**src/rtl/dm_bus_arbiter_pkg.sv**
```systemverilog
// Shared types and helpers for the debug-module bus arbiter.
// Imported by dm_bus_arbiter and dm_bus_arb_fifo.
package dm_bus_arbiter_pkg;

  // Bus request payload, sized for the widest bus and truncated at use
  typedef struct packed {
    logic        we;
    logic [63:0] addr;
    logic [63:0] wdata;
    logic [7:0]  be;
  } bus_req_t;

  // Port-index width, never narrower than one bit
  function automatic int unsigned dm_bus_arb_idx_w(int unsigned n);
    return (n > 2) ? $clog2(n) : 1;
  endfunction

  localparam int unsigned DmBusArbIdxW = dm_bus_arb_idx_w(2);

endpackage

```
**src/rtl/dm_bus_arb_fifo.sv**
```systemverilog
// Outstanding-transaction FIFO holding the issuing port index.
// Synchronous active-high reset; push is dropped when full.
module dm_bus_arb_fifo #(
  parameter int unsigned Depth = 2,
  parameter int unsigned Width = 1
) (
  input  logic             clk_i,
  input  logic             rst_i,
  input  logic             push_i,
  input  logic [Width-1:0] data_i,
  input  logic             pop_i,
  output logic             full_o,
  output logic             empty_o,
  output logic [Width-1:0] head_o
);

  localparam int unsigned PtrW = (Depth > 1) ? $clog2(Depth) : 1;
  localparam int unsigned CntW = $clog2(Depth + 1);

  logic [Width-1:0] mem_q [Depth];
  logic [Width-1:0] mem_d [Depth];
  logic [PtrW-1:0]  wr_q, wr_d, rd_q, rd_d;
  logic [CntW-1:0]  cnt_q, cnt_d;
  logic             do_push, do_pop;

  assign full_o  = (cnt_q == CntW'(Depth));
  assign empty_o = (cnt_q == '0);
  assign head_o  = mem_q[rd_q];
  assign do_push = push_i & ~full_o;
  assign do_pop  = pop_i & ~empty_o;

  // Next-state for storage, wrapping pointers and occupancy
  always_comb begin
    mem_d = mem_q;
    wr_d  = wr_q;
    rd_d  = rd_q;
    cnt_d = cnt_q;
    if (do_push) begin
      mem_d[wr_q] = data_i;
      wr_d = (wr_q == PtrW'(Depth - 1)) ? '0 : wr_q + 1'b1;
    end
    if (do_pop) begin
      rd_d = (rd_q == PtrW'(Depth - 1)) ? '0 : rd_q + 1'b1;
    end
    if (do_push && !do_pop) cnt_d = cnt_q + 1'b1;
    if (!do_push && do_pop) cnt_d = cnt_q - 1'b1;
  end

  // State registers, flushed on reset
  always_ff @(posedge clk_i) begin
    if (rst_i) begin
      wr_q  <= '0;
      rd_q  <= '0;
      cnt_q <= '0;
      for (int i = 0; i < int'(Depth); i++) mem_q[i] <= '0;
    end else begin
      wr_q  <= wr_d;
      rd_q  <= rd_d;
      cnt_q <= cnt_d;
      mem_q <= mem_d;
    end
  end

endmodule

```
**src/rtl/dm_bus_arbiter.sv**
```systemverilog
// Round-robin arbiter sharing the debug-module system-bus master port.
// Optional response watchdog enabled by DM_BUS_ARB_TIMEOUT_EN.
module dm_bus_arbiter
  import dm_bus_arbiter_pkg::*;
#(
  parameter int unsigned NrPorts        = 2,
  parameter int unsigned BusWidth       = 32,
  parameter int unsigned MaxOutstanding = 2,
  parameter int unsigned TimeoutCycles  = 1024
) (
  input  logic                        clk_i,
  input  logic                        rst_i,
  input  logic [NrPorts-1:0]          req_i,
  input  logic [NrPorts-1:0]          we_i,
  input  logic [NrPorts*BusWidth-1:0] addr_i,
  input  logic [NrPorts*BusWidth-1:0] wdata_i,
  input  logic [NrPorts*BusWidth/8-1:0] be_i,
  output logic [NrPorts-1:0]          gnt_o,
  output logic [NrPorts-1:0]          rvalid_o,
  output logic [BusWidth-1:0]         rdata_o,
  output logic [NrPorts-1:0]          err_o,
  output logic                        master_req_o,
  output logic [BusWidth-1:0]         master_add_o,
  output logic                        master_we_o,
  output logic [BusWidth-1:0]         master_wdata_o,
  output logic [BusWidth/8-1:0]       master_be_o,
  input  logic                        master_gnt_i,
  input  logic                        master_r_valid_i,
  input  logic [BusWidth-1:0]         master_r_rdata_i
);

  localparam int unsigned IdxW = dm_bus_arb_idx_w(NrPorts);
  localparam int unsigned BeW  = BusWidth / 8;

  logic [IdxW-1:0] rr_q, rr_d, win, head;
  logic            found, full, empty, hs, pop, resp_ok, timeout;
  bus_req_t        win_req;

  // First requesting port at or after the round-robin pointer
  always_comb begin
    win   = rr_q;
    found = 1'b0;
    for (int k = 0; k < int'(NrPorts); k++) begin
      if (!found && req_i[(int'(rr_q) + k) % int'(NrPorts)]) begin
        win   = IdxW'((int'(rr_q) + k) % int'(NrPorts));
        found = 1'b1;
      end
    end
  end

  assign master_req_o = (|req_i) & ~full & ~rst_i;
  assign hs           = master_req_o & master_gnt_i;

  // Winner payload onto the bus, zero while idle
  always_comb begin
    win_req = '0;
    if (master_req_o) begin
      win_req.we    = we_i[win];
      win_req.addr  = 64'(addr_i[int'(win)*BusWidth +: BusWidth]);
      win_req.wdata = 64'(wdata_i[int'(win)*BusWidth +: BusWidth]);
      win_req.be    = 8'(be_i[int'(win)*BeW +: BeW]);
    end
  end

  assign master_we_o    = win_req.we;
  assign master_add_o   = win_req.addr[BusWidth-1:0];
  assign master_wdata_o = win_req.wdata[BusWidth-1:0];
  assign master_be_o    = win_req.be[BeW-1:0];

  // Grant decode and pointer advance past the granted port
  always_comb begin
    gnt_o = '0;
    rr_d  = rr_q;
    if (hs) begin
      gnt_o[win] = 1'b1;
      rr_d = (win == IdxW'(NrPorts - 1)) ? '0 : win + 1'b1;
    end
  end

  // Round-robin pointer register
  always_ff @(posedge clk_i) begin
    if (rst_i) rr_q <= '0;
    else       rr_q <= rr_d;
  end

  dm_bus_arb_fifo #(
    .Depth (MaxOutstanding),
    .Width (IdxW)
  ) u_fifo (
    .clk_i   (clk_i),
    .rst_i   (rst_i),
    .push_i  (hs),
    .data_i  (win),
    .pop_i   (pop),
    .full_o  (full),
    .empty_o (empty),
    .head_o  (head)
  );

`ifdef DM_BUS_ARB_TIMEOUT_EN
  localparam int unsigned WdW   = (TimeoutCycles > 2) ? $clog2(TimeoutCycles) : 1;
  localparam int unsigned DropW = $clog2(MaxOutstanding + 1);

  logic [WdW-1:0]   wd_q, wd_d;
  logic [DropW-1:0] drop_q, drop_d;
  logic             swallow;

  assign timeout = ~rst_i & ~empty & ~master_r_valid_i &
                   (wd_q == WdW'(TimeoutCycles - 1));
  assign swallow = master_r_valid_i & (drop_q != '0);
  assign resp_ok = ~rst_i & master_r_valid_i & ~empty & (drop_q == '0);
  assign pop     = resp_ok | timeout;
  assign rdata_o = timeout ? '0 : master_r_rdata_i;

  // Watchdog count and count of late responses still to swallow
  always_comb begin
    wd_d   = wd_q;
    drop_d = drop_q;
    if (empty || master_r_valid_i || pop) wd_d = '0;
    else                                  wd_d = wd_q + 1'b1;
    if (swallow) drop_d = drop_q - 1'b1;
    else if (timeout && drop_q < DropW'(MaxOutstanding))
      drop_d = drop_q + 1'b1;
  end

  // Watchdog and drop registers
  always_ff @(posedge clk_i) begin
    if (rst_i) begin
      wd_q   <= '0;
      drop_q <= '0;
    end else begin
      wd_q   <= wd_d;
      drop_q <= drop_d;
    end
  end
`else
  assign timeout = 1'b0;
  assign resp_ok = ~rst_i & master_r_valid_i & ~empty;
  assign pop     = resp_ok;
  assign rdata_o = master_r_rdata_i;
`endif

  // Route the response (or timeout error) to the oldest issuer
  always_comb begin
    rvalid_o = '0;
    err_o    = '0;
    if (pop)     rvalid_o[head] = 1'b1;
    if (timeout) err_o[head]    = 1'b1;
  end

endmodule

```
**config.mk**
```make
export PLATFORM = sky130hd
export DESIGN_NAME = dm_bus_arbiter
export DESIGN_NICKNAME = d
export VERILOG_FILES = /design/src/rtl/dm_bus_arbiter_pkg.sv /design/src/rtl/dm_bus_arb_fifo.sv /design/src/rtl/dm_bus_arbiter.sv
export SDC_FILE = /design/constraint.sdc
export NUM_CORES = 1
export LEC_CHECK = 0
export BUFFER_PORTS_ARGS = -buffer_cell sky130_fd_sc_hd__buf_2
export CORE_AREA = 2 2 110 112
export CTS_CLUSTER_SIZE = 30
export DETAILED_ROUTE_END_ITERATION = 10
export DIE_AREA = 0 0 112 114
export PLACE_DENSITY = 0.59
export SLEW_MARGIN = 20
export SYNTH_ARGS = -nofsm -noshare
export SYNTH_HDL_FRONTEND = slang
export SYNTH_SLANG_ARGS = --single-unit
```
**constraint.sdc**
```tcl
create_clock -name clk_i -period 2.4 [get_ports clk_i]
set_clock_uncertainty 0.2 [all_clocks]
set_input_delay 0.24 -clock clk_i [delete_from_list [all_inputs] [get_ports clk_i]]
set_output_delay 0.24 -clock clk_i [all_outputs]
set_load 0.02 [all_outputs]
```
=== Word level (Yosys, flattened, before mapping) ===
Index checks and enable logic that the tools add are counted.

* Add/sub/neg operators: 6
* Magnitude comparators: 9
* Equal/unequal tests: 1
* Shift-type cells: 3
* Multiplexer cells: 27
* Bitwise gates (word level): 13
* Reductions and logical operators: 12

{| class="wikitable"
|+ Operator list
! cell !! number
|-
| two-way mux 137 bit || 1
|-
| variable part select 64 x 7 -> 32 bit || 2
|-
| two-way mux 1 bit || 18
|-
| two-way mux 2 bit || 4
|-
| variable part select 8 x 4 -> 4 bit || 1
|-
| bitwise AND 1 bit || 7
|-
| logical AND 1 bit || 6
|-
| < comparator 1 x 2 -> 1 bit (second input constant) || 3
|-
| adder 1 bit (second input constant) || 4
|-
| greater-or-equal comparator 2 bit (second input constant) || 2
|-
| NOT 1 -> 2 bit || 2
|-
| demux 1 bit (select 1 bit) || 3
|-
| zero test 1 bit || 3
|-
| < comparator 2 x 3 -> 1 bit (second input constant) || 1
|-
| NOT 1 bit || 3
|-
| adder 2 x 1 -> 2 bit (second input constant) || 1
|-
| bitwise mux 2 bit || 1
|-
| equality test 2 bit (second input constant) || 1
|-
| greater-or-equal comparator 1 bit (second input constant) || 2
|-
| zero test 2 bit || 1
|-
| < comparator 2 x 1 -> 1 bit (second input constant) || 1
|-
| nonzero test 2 bit || 1
|-
| OR reduction 2 bit || 1
|-
| subtractor 2 x 1 -> 2 bit (second input constant) || 1
|-
| bitwise AND 1 bit (first input constant) || 1
|}

* Register bits: 7
* Input port bits: 176
* Output and inout bits: 108
* Logic and storage cells: 77

=== Depth between registers and ports, before layout ===
* Depth in word-level cells: 12
* Mapped depth: 8
* Depth with buffers taken out: 7

=== Modules after synthesis ===
Synthesis repeated with hierarchy kept, for this count alone.

* Cell total of the unflattened synthesis: 265
* Area, all modules: 2290.9 µm²

{| class="wikitable"
|+ Modules (own cells, without submodules)
! module !! times used !! cells an instance !! area each (µm²) !! sequential area each (µm²)
|-
| dm_bus_arbiter || 1 || 233 || 2001.9 || 20.0
|-
| dm_bus_arb_fifo || 1 || 32 || 289.0 || 120.1
|}

=== Least setup slack after synthesis ===
No wires, ideal clock.

* Path kind: input port to flip-flop
* From: in rst_i
* To: reg u_fifo.cnt_q[1]
* Setup time: 70 ps
* Arrival time: 1632 ps
* Required time: 2130 ps
* Setup slack: 498 ps
* Stages: 7
* Buffers on the path: 1
* Path through: buf_2 > nand2b_4 > nor3_1 > inv_1 > ha_1 > or3_1 > a21oi_1

* Word-level cells in the longest chain between the ends: 7
* Elaborated cells on any way between the ends: 13
* Those cells by class: 1 x mux; 7 x bitwise; 5 x reduce/logical

{| class="wikitable"
|+ RTL lines
! what !! line !! source
|-
| start, declared || dm_bus_arbiter.sv:12 || <nowiki>input logic rst_i,</nowiki>
|-
| NOT 1 bit || dm_bus_arbiter.sv:51, dm_bus_arbiter.sv:138 ||
|-
| bitwise AND 1 bit, on equally long branches || dm_bus_arbiter.sv:51, dm_bus_arbiter.sv:138 ||
|-
| bitwise AND 1 bit, on equally long branches || dm_bus_arbiter.sv:52, dm_bus_arbiter.sv:138 ||
|-
| bitwise AND 1 bit, on equally long branches || dm_bus_arb_fifo.sv:29, dm_bus_arb_fifo.sv:30 ||
|-
| zero test 1 bit, on equally long branches || dm_bus_arb_fifo.sv:46, dm_bus_arb_fifo.sv:45 ||
|-
| logical AND 1 bit, on equally long branches || dm_bus_arb_fifo.sv:46, dm_bus_arb_fifo.sv:45 ||
|-
| two-way mux 2 bit / nonzero test 2 bit (equally long branches) || -- ||
|-
| end signal, assigned || dm_bus_arb_fifo.sv:59 || <nowiki>cnt_q <= cnt_d;</nowiki>
|-
| end, declared || dm_bus_arb_fifo.sv:23 || <nowiki>logic [CntW-1:0] cnt_q, cnt_d;</nowiki>
|}

Parallel ways exist; a longest one is shown, timed or not.
A chain may end at the register's enable or synchronous reset.

=== Worst setup path after layout ===
* From: reg u_fifo.cnt_q[1]
* To: out master_wdata_o[9]

* Word-level cells in the longest chain between the ends: 5

{| class="wikitable"
|+ RTL lines
! what !! line !! source
|-
| equality test 2 bit || dm_bus_arb_fifo.sv:26 || <nowiki>assign full_o = (cnt_q == CntW'(Depth));</nowiki>
|-
| NOT 1 bit || dm_bus_arbiter.sv:51 || <nowiki>assign master_req_o = (|req_i) & ~full & ~rst_i;</nowiki>
|-
| bitwise AND 1 bit (2 in series) || dm_bus_arbiter.sv:51 ||
|-
| two-way mux 137 bit || dm_bus_arbiter.sv:57 || <nowiki>if (master_req_o) begin</nowiki>
|-
| end, declared || dm_bus_arbiter.sv:25 || <nowiki>output logic [BusWidth-1:0] master_wdata_o,</nowiki>
|}

No other way between the ends.

==> results by stage <==
STA:
- The maximum clock rate is 447 MHz.
- Of the available clock period, the critical path in the final layout requires 93.3%.
- The slack of the critical path is between 150 and 200 ps.
- The final-report max-slew violation count is 0.
- Subtracting the final worst setup slack from the clock period gives 2240 ps.
- On the final layout, the worst hold slack is 104 ps.
- The final setup TNS is 0 ps.
- The setup-violating endpoint count in the final report is 0.
- Setup repair after global routing left no endpoint under its margin.
- The hold violation total from the final report came to 0.

Placement:
- After detailed placement, the design holds a cell count of 628.
- The placed wire-length estimate after detailed placement is 5800 um.
- Port buffering added 217 buffers.
- The last weighted congestion value of the routability-driven placer is approximately 0.81.
- Prior to clock tree synthesis, the placed netlist has a worst setup slack of 368 ps.

Global route:
- The maximum number of pins on one net before global-route repair is 39.
- The total track usage is 10.2%.
- The via count of the first global-routing pass is approximately 2,300.
- The met3 capacity usage during global routing is 2.18%.
- The initial antenna violation count is 0.
- In this run the most used layer during global routing was met2.
- For met1 alone, demand over resource in global routing was 12.4%.
- The first-pass GRT wire length is approximately 11,000 um.
- Global routing finished with a remaining overflow of 0.
- The met2 global-route usage is 18.1%.

Worst setup path:
- In this run the critical register-to-register path is launched from u_fifo.cnt_q[1]$_SDFFE_PP0P_.
- The worst setup slack for register-to-register paths is around 440 ps.
- The type of origin of the critical path is a register.
- The highest net fanout along the worst path is 31.
- The endpoint of the lowest-slack register-to-register path is u_fifo.cnt_q[1]$_SDFFE_PP0P_.
- The required arrival time at the worst endpoint is around 2000 ps.
- Counting cells, the worst reg-to-reg path comes to 6.
- The critical path data arrival time is about 1800 ps.
- The critical path in this run is classified as register to output pin.
- The largest single stage delay on the critical path is between 500 and 600 ps.
- The signal on the critical path passes through nor2b_1, or3_4, buf_12, a21oi_2, buf_2.
- The startpoint of the most critical setup path is u_fifo.cnt_q[1]$_SDFFE_PP0P_.
- STA classifies the critical path endpoint as an output pin.
- The cell at the slowest stage of the critical path is sky130_fd_sc_hd__or3_4.

Pwr:
- The power per cell area is approximately 370 nW/um^2.
- In this run the static leakage power is 1.60 nW.
- VDD sags by at most 281 uV.
- The design draws around 1.1 mW.

Synth:
- The Yosys warning count is 0.
- After synthesis, the mean cell area works out to 6.18 um^2.
- The post-synthesis instance total is roughly 320.
- After synthesis the netlist holds a flip-flop and latch count of 7.
- In the post-synthesis netlist, the biggest area contributors are sky130_fd_sc_hd__a21oi_2 (31%), sky130_fd_sc_hd__nand2_1 (27%), sky130_fd_sc_hd__buf_4 (13%).
- Yosys mapped a number of flops with a built-in enable equal to 0.
- By count the netlist is led by sky130_fd_sc_hd__nand2_1 (139), sky130_fd_sc_hd__a21oi_2 (70), sky130_fd_sc_hd__buf_4 (35).
- For this run, the leading register cell type out of synthesis is sky130_fd_sc_hd__dfxtp_1.
- The library cell with the largest summed area after synthesis is sky130_fd_sc_hd__a21oi_2.
- The top cell type by area accounts for between 30% and 40% of the synthesized area.
- The fraction of the yosys area taken by sequential cells is 7.20%.
- The total standard cell area after synthesis is 1950 um^2.
- Yosys instantiated no cell more often than sky130_fd_sc_hd__nand2_1.
- The count of distinct cell types in the synthesized netlist is 27.
- The share of flip-flops with an asynchronous set or reset after synthesis is 0%.

Clock tree:
- The maximum root-to-sink buffer count is 2.
- In this run the number of H-tree levels came out at 1.
- After clock tree synthesis, the flow added hold-fix buffers numbering 0.
- The CTS tree is done.
- TritonCTS created 3 clock buffers.
- The clock tree root buffer cell is sky130_fd_sc_hd__clkbuf_16.
- The number of clock sinks is 7.
- The clock transition at the registers of the reported paths is ~40 ps.
- The post-cts sizing count is 0.
- In this run the post-CTS setup repair buffer count came out at 0.
- The clock insertion delay at the later pin of the skew report is 230 ps.

Drt:
- For this block, the routed nets add up to 7190 um of wire.
- In this run the remaining antenna-violating nets after routing total 0.
- After detailed routing, the number of vias per cell comes to roughly 4.0.
- For this run, design rule violations remaining after detail routing come to 0.
- The total vias in the final route is 2,534.
- The first-pass detailed-route iteration total is 4.
- After detailed routing, the average wire length per cell comes to 11.4 um.
- The count of routing violations after the opening detailed-route iteration is a little under 90.

Floorplanning:
- The die covers 12,800 um^2.
- In this run the count of I/O pins placed on the die edge is 284.
- The initial core utilization is 16.6%.
- The chip height is 114 um.
- The core region area is 11,700 um^2.
- The total number of placement rows is 40.
- The die width is roughly 110 um.

Layout:
- The count of fill cells added during filler insertion is 1,334.
- Registers take 140 um^2.
- In the final layout, the multi-input gates occupy between 1000 and 1500 um^2.
- The count of inserted antenna diode cells is 0.
- Relative to the synthesized area, the layout overhead comes to 54.7%.
- The finished layout holds 632 standard cells, fillers aside.
- The post-route netlist has roughly 62% of its cells at a drive strength greater than 1.
- The final layout contains 663 nets.

Hold path:
- The worst hold path terminates at rr_q$_SDFFE_PP0N_.
- The number of instances on the worst hold path is 2.
- In this run the most critical hold path is launched from rst_i.
- The path class of the tightest hold or removal check is input pin to register.

Status:
- The run finished with clean final reports.

Job:
- The number of maximum-capacitance violations is 0.
[worst max path at each step]
stage | slack, ps | endpoint | depth (start not counted)
final | 160 | master_wdata_o[9] | 5
after global routing | 80 | master_wdata_o[19] | 5
after CTS | 140 | master_wdata_o[18] | 5
after detailed placement | 370 | u_fifo.cnt_q[1]$_SDFFE_PP0P_ | 7
after global placement | 390 | u_fifo.cnt_q[1]$_SDFFE_PP0P_ | 7
after floorplan | 500 | u_fifo.cnt_q[1]$_SDFFE_PP0P_ | 7
[cell usage in the layout (no fill, tap or decap), types with 3 or more instances in the layout]
cell / n
sky130_fd_sc_hd__nor2_1: 9
sky130_fd_sc_hd__a21oi_2: 69
sky130_fd_sc_hd__clkbuf_16: 3
sky130_fd_sc_hd__dfxtp_1: 7
sky130_fd_sc_hd__nor2b_1: 3
sky130_fd_sc_hd__nand2_1: 139
sky130_fd_sc_hd__buf_2: 217
sky130_fd_sc_hd__a21oi_1: 4
sky130_fd_sc_hd__buf_12: 6
sky130_fd_sc_hd__inv_1: 3
[worst max-delay path, delay by kind of cell (launching register included)]
| kind | cells | cell delay, ps |
|---|---|---|
| simple gates | 2 | 690 |
| buf+inv | 2 | 420 |
| flops | 1 | 320 |
| compound gates | 1 | 130 |
[cell families (layout without fill, tap and decap cells)]
| logic type | after synthesis | count (layout) | synth area share [%] |
|---|---|---|---|
| XOR/XNOR | 4 | 4 | 1.80 |
| AND/OR/NAND/NOR | 160 | 160 | 32.8 |
| flip-flops | 7 | 7 | 7.20 |
| buffers and inverters | 61 | 230 | 22.2 |
| adder cells (fa/ha/maj) | 1 | 1 | 0.643 |
| other | 1 | 2 | 0.193 |
| multiplexers | 1 | 1 | 0.514 |
| AO/OA/AOI/OAI | 80 | 80 | 34.6 |
[stage by stage]
stage / area (um^2) / util (%)
5_1_grt: 3010 / 25.7
2_1_floorplan: 1950 / -
6_report: 3010 / 25.7
3_3_place_gp: 2930 / 25.0
3_5_place_dp: 2930 / 25.0
4_1_cts: 3010 / 25.7
[routing by layer]
layer  share of wire [%]  vias up
met2                  49      123
met5                   0        -
li1                    -     1318
met3                 8.5       13
met1                  41     1080
met4                 1.8        0
[flip-flops by register name, summed over array words and instances (netlist names)]
name,cells
u_fifo.mem_q,2
u_fifo.rd_q,1
u_fifo.wr_q,1
rr_q,1
u_fifo.cnt_q,2
[report_power, final]
part	switching (mW)	internal (mW)
combinational	0.405	0.272
sequential	0.00915	0.127
clock	0.0663	0.221
[layout make-up]
class / count / area share [%]
clock buffer: 4 / 2.62
inverter: 3 / 0.374
multi-input combinational: 248 / 46.2
sequential: 7 / 4.65
tap: 147 / 6.11
timing repair buffer: 223 / 40.0
No activity file was read; power rests on OpenSTA's default activity.
